[src/rtl/sram_march_tester.sv]
// March-style SRAM tester acting as a bus master ahead of biu_master.
// Sequence: W(P) up, {R(P),W(~P)} up, {R(~P),W(P)} down, R(P) up.
// The first read mismatch is captured and the run stops early.
//
// state     | meaning
// ----------+---------------------------------------------------
// IDLE      | waiting for i_start
// W_INIT    | write P to every word, ascending
// M1_RD     | issue read, ascending, expecting P
// M1_WAIT   | wait for read data of M1
// M1_WR     | write ~P, ascending
// M2_RD     | issue read, descending, expecting ~P
// M2_WAIT   | wait for read data of M2
// M2_WR     | write P, descending
// M3_RD     | issue read, ascending, expecting P
// M3_WAIT   | wait for read data of M3
// DONE      | one-cycle o_done pulse, then back to IDLE
module sram_march_tester #(
  parameter int                    ADDR_WIDTH  = 32,
  parameter int                    DATA_WIDTH  = 32,
  parameter logic [ADDR_WIDTH-1:0] BASE_ADDR   = 32'h80000000,
  parameter int                    NUM_WORDS   = 16,
  parameter int                    ADDR_STRIDE = 1,
  parameter logic [DATA_WIDTH-1:0] PATTERN     = 32'h5a5aa5a5
) (
  input  logic                  clk,
  input  logic                  n_rst,
  input  logic                  i_start,
  output logic [ADDR_WIDTH-1:0] o_biu_address,
  output logic [DATA_WIDTH-1:0] o_biu_data_out,
  output logic                  o_biu_rnw,
  output logic                  o_biu_en,
  input  logic                  i_biu_busy,
  input  logic                  i_biu_data_valid,
  input  logic [DATA_WIDTH-1:0] i_biu_data_in,
  output logic                  o_busy,
  output logic                  o_done,
  output logic                  o_pass,
  output logic [ADDR_WIDTH-1:0] o_fail_addr,
  output logic [DATA_WIDTH-1:0] o_fail_exp,
  output logic [DATA_WIDTH-1:0] o_fail_act
);

  localparam int IDX_W = (NUM_WORDS > 1) ? $clog2(NUM_WORDS) : 1;
  localparam logic [IDX_W-1:0]      LAST_IDX = IDX_W'(NUM_WORDS - 1);
  localparam logic [ADDR_WIDTH-1:0] STRIDE   = ADDR_WIDTH'(ADDR_STRIDE);
  localparam logic [DATA_WIDTH-1:0] PAT_P    = PATTERN;
  localparam logic [DATA_WIDTH-1:0] PAT_N    = ~PATTERN;

  localparam logic [3:0] S_IDLE    = 4'd0;
  localparam logic [3:0] S_W_INIT  = 4'd1;
  localparam logic [3:0] S_M1_RD   = 4'd2;
  localparam logic [3:0] S_M1_WAIT = 4'd3;
  localparam logic [3:0] S_M1_WR   = 4'd4;
  localparam logic [3:0] S_M2_RD   = 4'd5;
  localparam logic [3:0] S_M2_WAIT = 4'd6;
  localparam logic [3:0] S_M2_WR   = 4'd7;
  localparam logic [3:0] S_M3_RD   = 4'd8;
  localparam logic [3:0] S_M3_WAIT = 4'd9;
  localparam logic [3:0] S_DONE    = 4'd10;

  logic [3:0]            r_state;
  logic [IDX_W-1:0]      r_idx;
  logic                  r_pass;
  logic [ADDR_WIDTH-1:0] r_fail_addr;
  logic [DATA_WIDTH-1:0] r_fail_exp;
  logic [DATA_WIDTH-1:0] r_fail_act;

  logic                  w_issue;
  logic                  w_rnw;
  logic [DATA_WIDTH-1:0] w_wdata;
  logic [DATA_WIDTH-1:0] w_expect;
  logic                  w_accept;
  logic                  w_last;
  logic                  w_first;
  logic                  w_mismatch;
  logic [ADDR_WIDTH-1:0] w_addr;

  // Per-state request decode: which states issue, read vs write, write data and expected read data.
  always_comb begin
    w_issue  = 1'b0;
    w_rnw    = 1'b0;
    w_wdata  = PAT_P;
    w_expect = PAT_P;
    case (r_state)
      S_W_INIT: w_issue = 1'b1;
      S_M1_RD:  begin w_issue = 1'b1; w_rnw = 1'b1; end
      S_M1_WR:  begin w_issue = 1'b1; w_wdata = PAT_N; end
      S_M2_RD:  begin w_issue = 1'b1; w_rnw = 1'b1; end
      S_M2_WAIT: w_expect = PAT_N;
      S_M2_WR:  w_issue = 1'b1;
      S_M3_RD:  begin w_issue = 1'b1; w_rnw = 1'b1; end
      default:  ;
    endcase
  end

  assign w_accept   = w_issue & ~i_biu_busy;
  assign w_last     = (r_idx == LAST_IDX);
  assign w_first    = (r_idx == '0);
  assign w_mismatch = (i_biu_data_in != w_expect);
  assign w_addr     = BASE_ADDR + ADDR_WIDTH'(r_idx) * STRIDE;

  // March sequencer: index walk, phase changes and first-mismatch capture.
  always_ff @(posedge clk or negedge n_rst) begin
    if (!n_rst) begin
      r_state     <= S_IDLE;
      r_idx       <= '0;
      r_pass      <= 1'b0;
      r_fail_addr <= '0;
      r_fail_exp  <= '0;
      r_fail_act  <= '0;
    end else begin
      case (r_state)
        S_IDLE: if (i_start) begin
          r_state     <= S_W_INIT;
          r_idx       <= '0;
          r_pass      <= 1'b0;
          r_fail_addr <= '0;
          r_fail_exp  <= '0;
          r_fail_act  <= '0;
        end
        S_W_INIT: if (w_accept) begin
          if (w_last) begin
            r_state <= S_M1_RD;
            r_idx   <= '0;
          end else begin
            r_idx <= r_idx + IDX_W'(1);
          end
        end
        S_M1_RD: if (w_accept) r_state <= S_M1_WAIT;
        S_M2_RD: if (w_accept) r_state <= S_M2_WAIT;
        S_M3_RD: if (w_accept) r_state <= S_M3_WAIT;
        S_M1_WAIT, S_M2_WAIT, S_M3_WAIT: if (i_biu_data_valid) begin
          if (w_mismatch) begin
            r_state     <= S_DONE;
            r_pass      <= 1'b0;
            r_fail_addr <= w_addr;
            r_fail_exp  <= w_expect;
            r_fail_act  <= i_biu_data_in;
          end else if (r_state == S_M1_WAIT) begin
            r_state <= S_M1_WR;
          end else if (r_state == S_M2_WAIT) begin
            r_state <= S_M2_WR;
          end else if (w_last) begin
            r_state <= S_DONE;
            r_pass  <= 1'b1;
          end else begin
            r_state <= S_M3_RD;
            r_idx   <= r_idx + IDX_W'(1);
          end
        end
        S_M1_WR: if (w_accept) begin
          if (w_last) begin
            r_state <= S_M2_RD;
            r_idx   <= LAST_IDX;
          end else begin
            r_state <= S_M1_RD;
            r_idx   <= r_idx + IDX_W'(1);
          end
        end
        S_M2_WR: if (w_accept) begin
          if (w_first) begin
            r_state <= S_M3_RD;
            r_idx   <= '0;
          end else begin
            r_state <= S_M2_RD;
            r_idx   <= r_idx - IDX_W'(1);
          end
        end
        S_DONE:  r_state <= S_IDLE;
        default: r_state <= S_IDLE;
      endcase
    end
  end

  assign o_biu_address  = w_addr;
  assign o_biu_data_out = w_wdata;
  assign o_biu_rnw      = w_rnw;
  assign o_biu_en       = w_accept;
  assign o_busy         = (r_state != S_IDLE);
  assign o_done         = (r_state == S_DONE);
  assign o_pass         = r_pass;
  assign o_fail_addr    = r_fail_addr;
  assign o_fail_exp     = r_fail_exp;
  assign o_fail_act     = r_fail_act;

endmodule
[config.mk]
export PLATFORM = sky130hd
export DESIGN_NAME = sram_march_tester
export DESIGN_NICKNAME = d
export VERILOG_FILES = /design/src/rtl/sram_march_tester.sv
export SDC_FILE = /design/constraint.sdc
export NUM_CORES = 1
export LEC_CHECK = 0
export ABC_AREA = 1
export CAP_MARGIN = 20
export CELL_PAD_IN_SITES_DETAIL_PLACEMENT = 0
export CELL_PAD_IN_SITES_GLOBAL_PLACEMENT = 2
export CORE_MARGIN = 2
export CORE_UTILIZATION = 21
export DETAILED_ROUTE_END_ITERATION = 7
export GPL_TIMING_DRIVEN = 1
export PLACE_DENSITY_LB_ADDON = 0.1
export RECOVER_POWER = 25
export SYNTH_ARGS = -nofsm -noshare
export SYNTH_HDL_FRONTEND = slang
export SYNTH_SLANG_ARGS = --single-unit
[constraint.sdc]
create_clock -name clk -period 4.06 [get_ports clk]
set_input_delay 0.812 -clock clk [delete_from_list [all_inputs] [get_ports clk]]
set_output_delay 0.812 -clock clk [all_outputs]
set_load 0.02 [all_outputs]
**Yosys cells after proc, flatten, opt, wreduce, memory -nomap -nowiden**

Index checks and enable logic that the tools add are counted.

- Add/subtract/negate cells: 3
- Equal/unequal tests: 29
- Multiplexer cells: 50
- Bitwise logic cells: 2
- Reductions and logical operators: 12

Operators with widths:

| kind | count |
|---|---|
| $mux 32 | 9 |
| $pmux 32 s2 | 3 |
| $mux 4 | 25 |
| $add 32x4->32 const A | 1 |
| $ne 32x32->1 | 1 |
| $pmux 4 s8 | 1 |
| $ne 2x2->1 const B | 14 |
| $pmux 4 s5 | 1 |
| $eq 4x3->1 const B | 4 |
| $eq 4x4->1 const B | 4 |
| $reduce_and 10->1 | 1 |
| $ne 3x3->1 const B | 3 |
| $reduce_and 9->1 | 1 |
| $eq 4x2->1 const B | 2 |
| $logic_not 4->1 | 2 |
| $mux 1 | 8 |
| $reduce_and 6->1 | 1 |
| $reduce_or 3->1 | 2 |
| $reduce_or 6->1 | 1 |
| $reduce_bool 5->1 | 1 |
| $add 4x1->4 const B | 1 |
| $eq 4x1->1 const B | 1 |
| $reduce_and 4->1 | 1 |
| $reduce_bool 4->1 | 1 |
| other kinds (7) | 7 |

- Register bits after elaboration: 105
- Input port bits: 37
- Output and inout bits: 165
- Word-level logic and storage cells: 102

**Logic depth before layout (Yosys ltp)**

- Depth in word-level cells: 7
- Depth in mapped cells: 15
- Gate-level depth less buffers: 14

**Worst setup path before layout**

Ideal clock, no wire load.

- Kind: register to output
- Start: reg r_state[1]
- End: out o_biu_data_out[11]
- Data arrival time: 1.790 ns
- Data required time: 3.248 ns
- Slack: 1.458 ns
- Stages on the path, launching flop included: 6
- Path buffers: 2
- Path through: dfrtp_1 -> buf_2 -> nor2_1 -> nand2_1 -> inv_1 -> buf_4

- Longest elaborated chain between the ends: 2

RTL lines:

| item | RTL line | source |
|---|---|---|
| start, declared | 62 | `logic [3:0] r_state;` |
| start signal, assigned | 106 | `r_state <= S_IDLE;` |
| start signal, assigned | 115 | `r_state <= S_W_INIT;` |
| start signal, assigned | 124 | `r_state <= S_M1_RD;` |
| $eq 4x3->1 | 85 | `case (r_state)` |
| $mux 32 | 85 |  |
| end, declared | 30 | `output logic [DATA_WIDTH-1:0] o_biu_data_out,` |

Every way passes these cells.

**Final worst setup path**

- Start: reg r_state[1]
- End: out o_biu_data_out[23]

Same word-level chain as after synthesis.

==> flow_summary_export.csv <==
group,metric,value,unit
yosys,ys_seq_elements,48,
yosys,yosys.area.top_type,"dfrtp_1",
routing,drc,0,
worst_hold_path,holdCritStartpoint,"o_fail_act[4]",
cells_and_area,drive_above_1_share,4.47,%
clocking,cts_max_level,2,
floorplan,io_pins,202,
cells_and_area,antenna_cells,0,
timing,fmax,298,MHz
cells_and_area,area_growth,32.1,%
place,placed_area,4590,µm²
outcome,outcome,"finished, violations left",
power,ir_drop,192,µV
clocking,clk_pin_slew,60,ps
timing,setup-tns-final,0,ps
floorplan,die_area,18100,µm²
setup_path,worst-path-buf-inv,2,
grt,grt_pass1_vias,2864,
setup_path,cp-end-kind,"primary output",
setup_path,reg2reg_depth,11,
timing,period_share,82.7,%
floorplan,initial_core_util,21.6,%
setup_path,worstPathRequired,3250,ps
yosys,yosysTopAreaCellShare,33.5,%
clocking,postCtsHoldBufs,0,
timing,worstMarginPinSlew,1530,ps
worst_hold_path,min-delay-path-class,"register to register",
clocking,clock_sinks,48,
clocking,cts_resized,0,
setup_path,path_class,"register to primary output",
setup_path,startpoint_type,"register",
grt,grt_pass1_wl,15400,µm
routing,drt-initial-drc-count,102,
setup_path,critical_path_arrival,2540,ps
place,dpl.hpwl,7650,µm
timing,slew_viol_final,26,
cells_and_area,layout.cells.most_common,"nand2_1",
routing,routed_via_density,3.76,
yosys,ys.flop_type,"dfrtp_1",
yosys,synthArstFlopShare,100,%
setup_path,r2r-end,"o_fail_act[30]",
place,io_buffers,146,
worst_hold_path,worstHoldPathCells,2,
setup_path,cp_top_family,"buffers and inverters",
routing,wl_per_cell,12.6,µm
cells_and_area,fillCellCount,1825,
yosys,avgSynthCellArea,7.20,µm²
floorplan,core-area,16600,µm²
routing,ant_nets,0,
yosys,ys_seq_area_share,33.5,%
timing,hold_violations,0,
timing,period_needed,3360,ps
clocking,clock_path_buffers,2,
run,cap_violations,1,
clocking,root_buffer,"clkbuf_16",
grt,grt_start_max_net_pins,45,
setup_path,ff2ff_setup_slack,1670,ps
setup_path,rr_startpoint,"r_state[3]",
cells_and_area,design_area,4740,µm²
setup_path,worstPathMaxFanout,20,
worst_hold_path,holdPathEnd,"o_fail_act[4]",
power,p_per_area,576,nW/µm²
clocking,clk_latency,290,ps
timing,setup_violations,0,
cells_and_area,final_cell_mix,"169 x nand2_1, 142 x clkdlybuf4s50_1, 55 x conb_1",
setup_path,worst_path_max_delay_cell,"clkdlybuf4s50_1",
yosys,synth_edf_count,0,
outcome,violations,"capacitance limit, slew limit",
timing,maxSlewHeadroom,-2.22,%
yosys,synth.distinct_cells,31,
floorplan,die_width,135,µm
grt,antenna_found_initial,0,
yosys,syn_inst,498,
grt,gr-usage-all-layers,10.7,%
clocking,cts_tree,"yes",
routing,drt-total-wl,10100,µm
place,gp_congestion,0.845,
timing,grt_setup_unrepaired,"false",
floorplan,die_height,135,µm
yosys,yosys_warnings,0,
grt,overflow,0,
yosys,synth.area.top_cells,"dfrtp_1 33%, buf_4 24%, nand2_1 18%",
timing,skew,5.73,ps
floorplan,rows,47,
routing,drt_first_pass_iters,5,
routing,routed-via-count,3019,
power,leakagePower,2.35,nW
setup_path,crit_chain,"nor2_1 -> nand2_1 -> inv_1 -> clkdlybuf4s50_1",
clocking,cts_buffers,5,
yosys,netlist_area,3590,µm²
setup_path,cpPeakStageDelay,700,ps
clocking,cts_setup_buffers,0,
cells_and_area,layout.nets,620,
==> synthesized netlist by cell type (all sizes together), types with 2 or more instances <==
master	number
nand2	174
buf	123
ha	2
a21oi	9
inv	41
o21ai	20
nand4	4
nor3	2
dfrtp	48
nand3	18
conb	2
nor2	45
xor2	3
==> stage by stage <==
stage	setup WS, ps	utilization [%]	total power [mW]	hold WS (ps)	cells
floorplan	1460	-	1.83	516	551
global placement	1010	27.6	2.35	462	794
detailed placement	975	27.6	2.34	465	794
CTS	651	28.5	2.79	483	802
global route	449	28.5	2.96	487	802
finish	704	28.5	2.73	476	802
==> power by group <==
group | leakage (nW) | internal, mW | switching [mW]
logic | 1.63 | 0.568 | 0.982
clock network | 0.0701 | 0.246 | 0.187
registers | 0.652 | 0.622 | 0.123
==> worst max-delay path by stage <==
| stage | depth (start not counted) | to | startpoint | slack, ps |
|---|---|---|---|---|
| detailed placement | 15 | o_fail_act[30] | i_biu_data_in[2] | 970 |
| finish | 4 | o_biu_data_out[23] | r_state[1] | 700 |
| floorplan | 5 | o_biu_data_out[11] | r_state[1] | 1460 |
| global placement | 15 | o_fail_act[15] | i_biu_data_in[0] | 1010 |
| global route | 4 | o_biu_data_out[6] | r_state[1] | 450 |
| CTS | 4 | o_biu_data_out[6] | r_state[1] | 650 |
==> worst register-to-register path, delay by kind of cell (launching register included) <==
kind,cells,cell delay (ps)
and+or+nand+nor,11,1870
DFF,1,460
==> metal layers <==
metal | vias up | routed length, µm | global-route usage (%)
li1 | 1520 | - | -
met1 | 1359 | 4460 | 13.8
met2 | 131 | 4660 | 17.9
met3 | 9 | 823 | 2.82
met4 | 0 | 153 | 2.92
met5 | - | 0 | 0
==> state kept, by name, summed over array words and instances, names as in the netlist <==
signal	flops
r_idx	4
o_fail_act	32
o_pass	1
o_fail_exp	2
o_fail_addr	5
r_state	4
==> cells by family (layout without fill, tap and decap cells) <==
family,after synthesis,count (layout),synth area share [%]
compound gates,33,33,5.16
xor+xnor,4,4,0.977
fa+ha+maj,2,2,0.697
buf+inv,165,196,30.3
flops,48,48,33.5
other cells,2,55,0.209
simple gates,244,244,29.2
==> cell type report <==
type                    count  area, µm²  area share, %
clock buffers               7        143           3.01
clock inverters             1       7.51          0.158
inverters                  41        154           3.25
multi-input cells         338       1500           31.6
flip-flops and latches     48       1200           25.3
well taps                 220        275           5.81
repair buffers            147       1460           30.8
No activity file was read; power rests on OpenSTA's default activity.
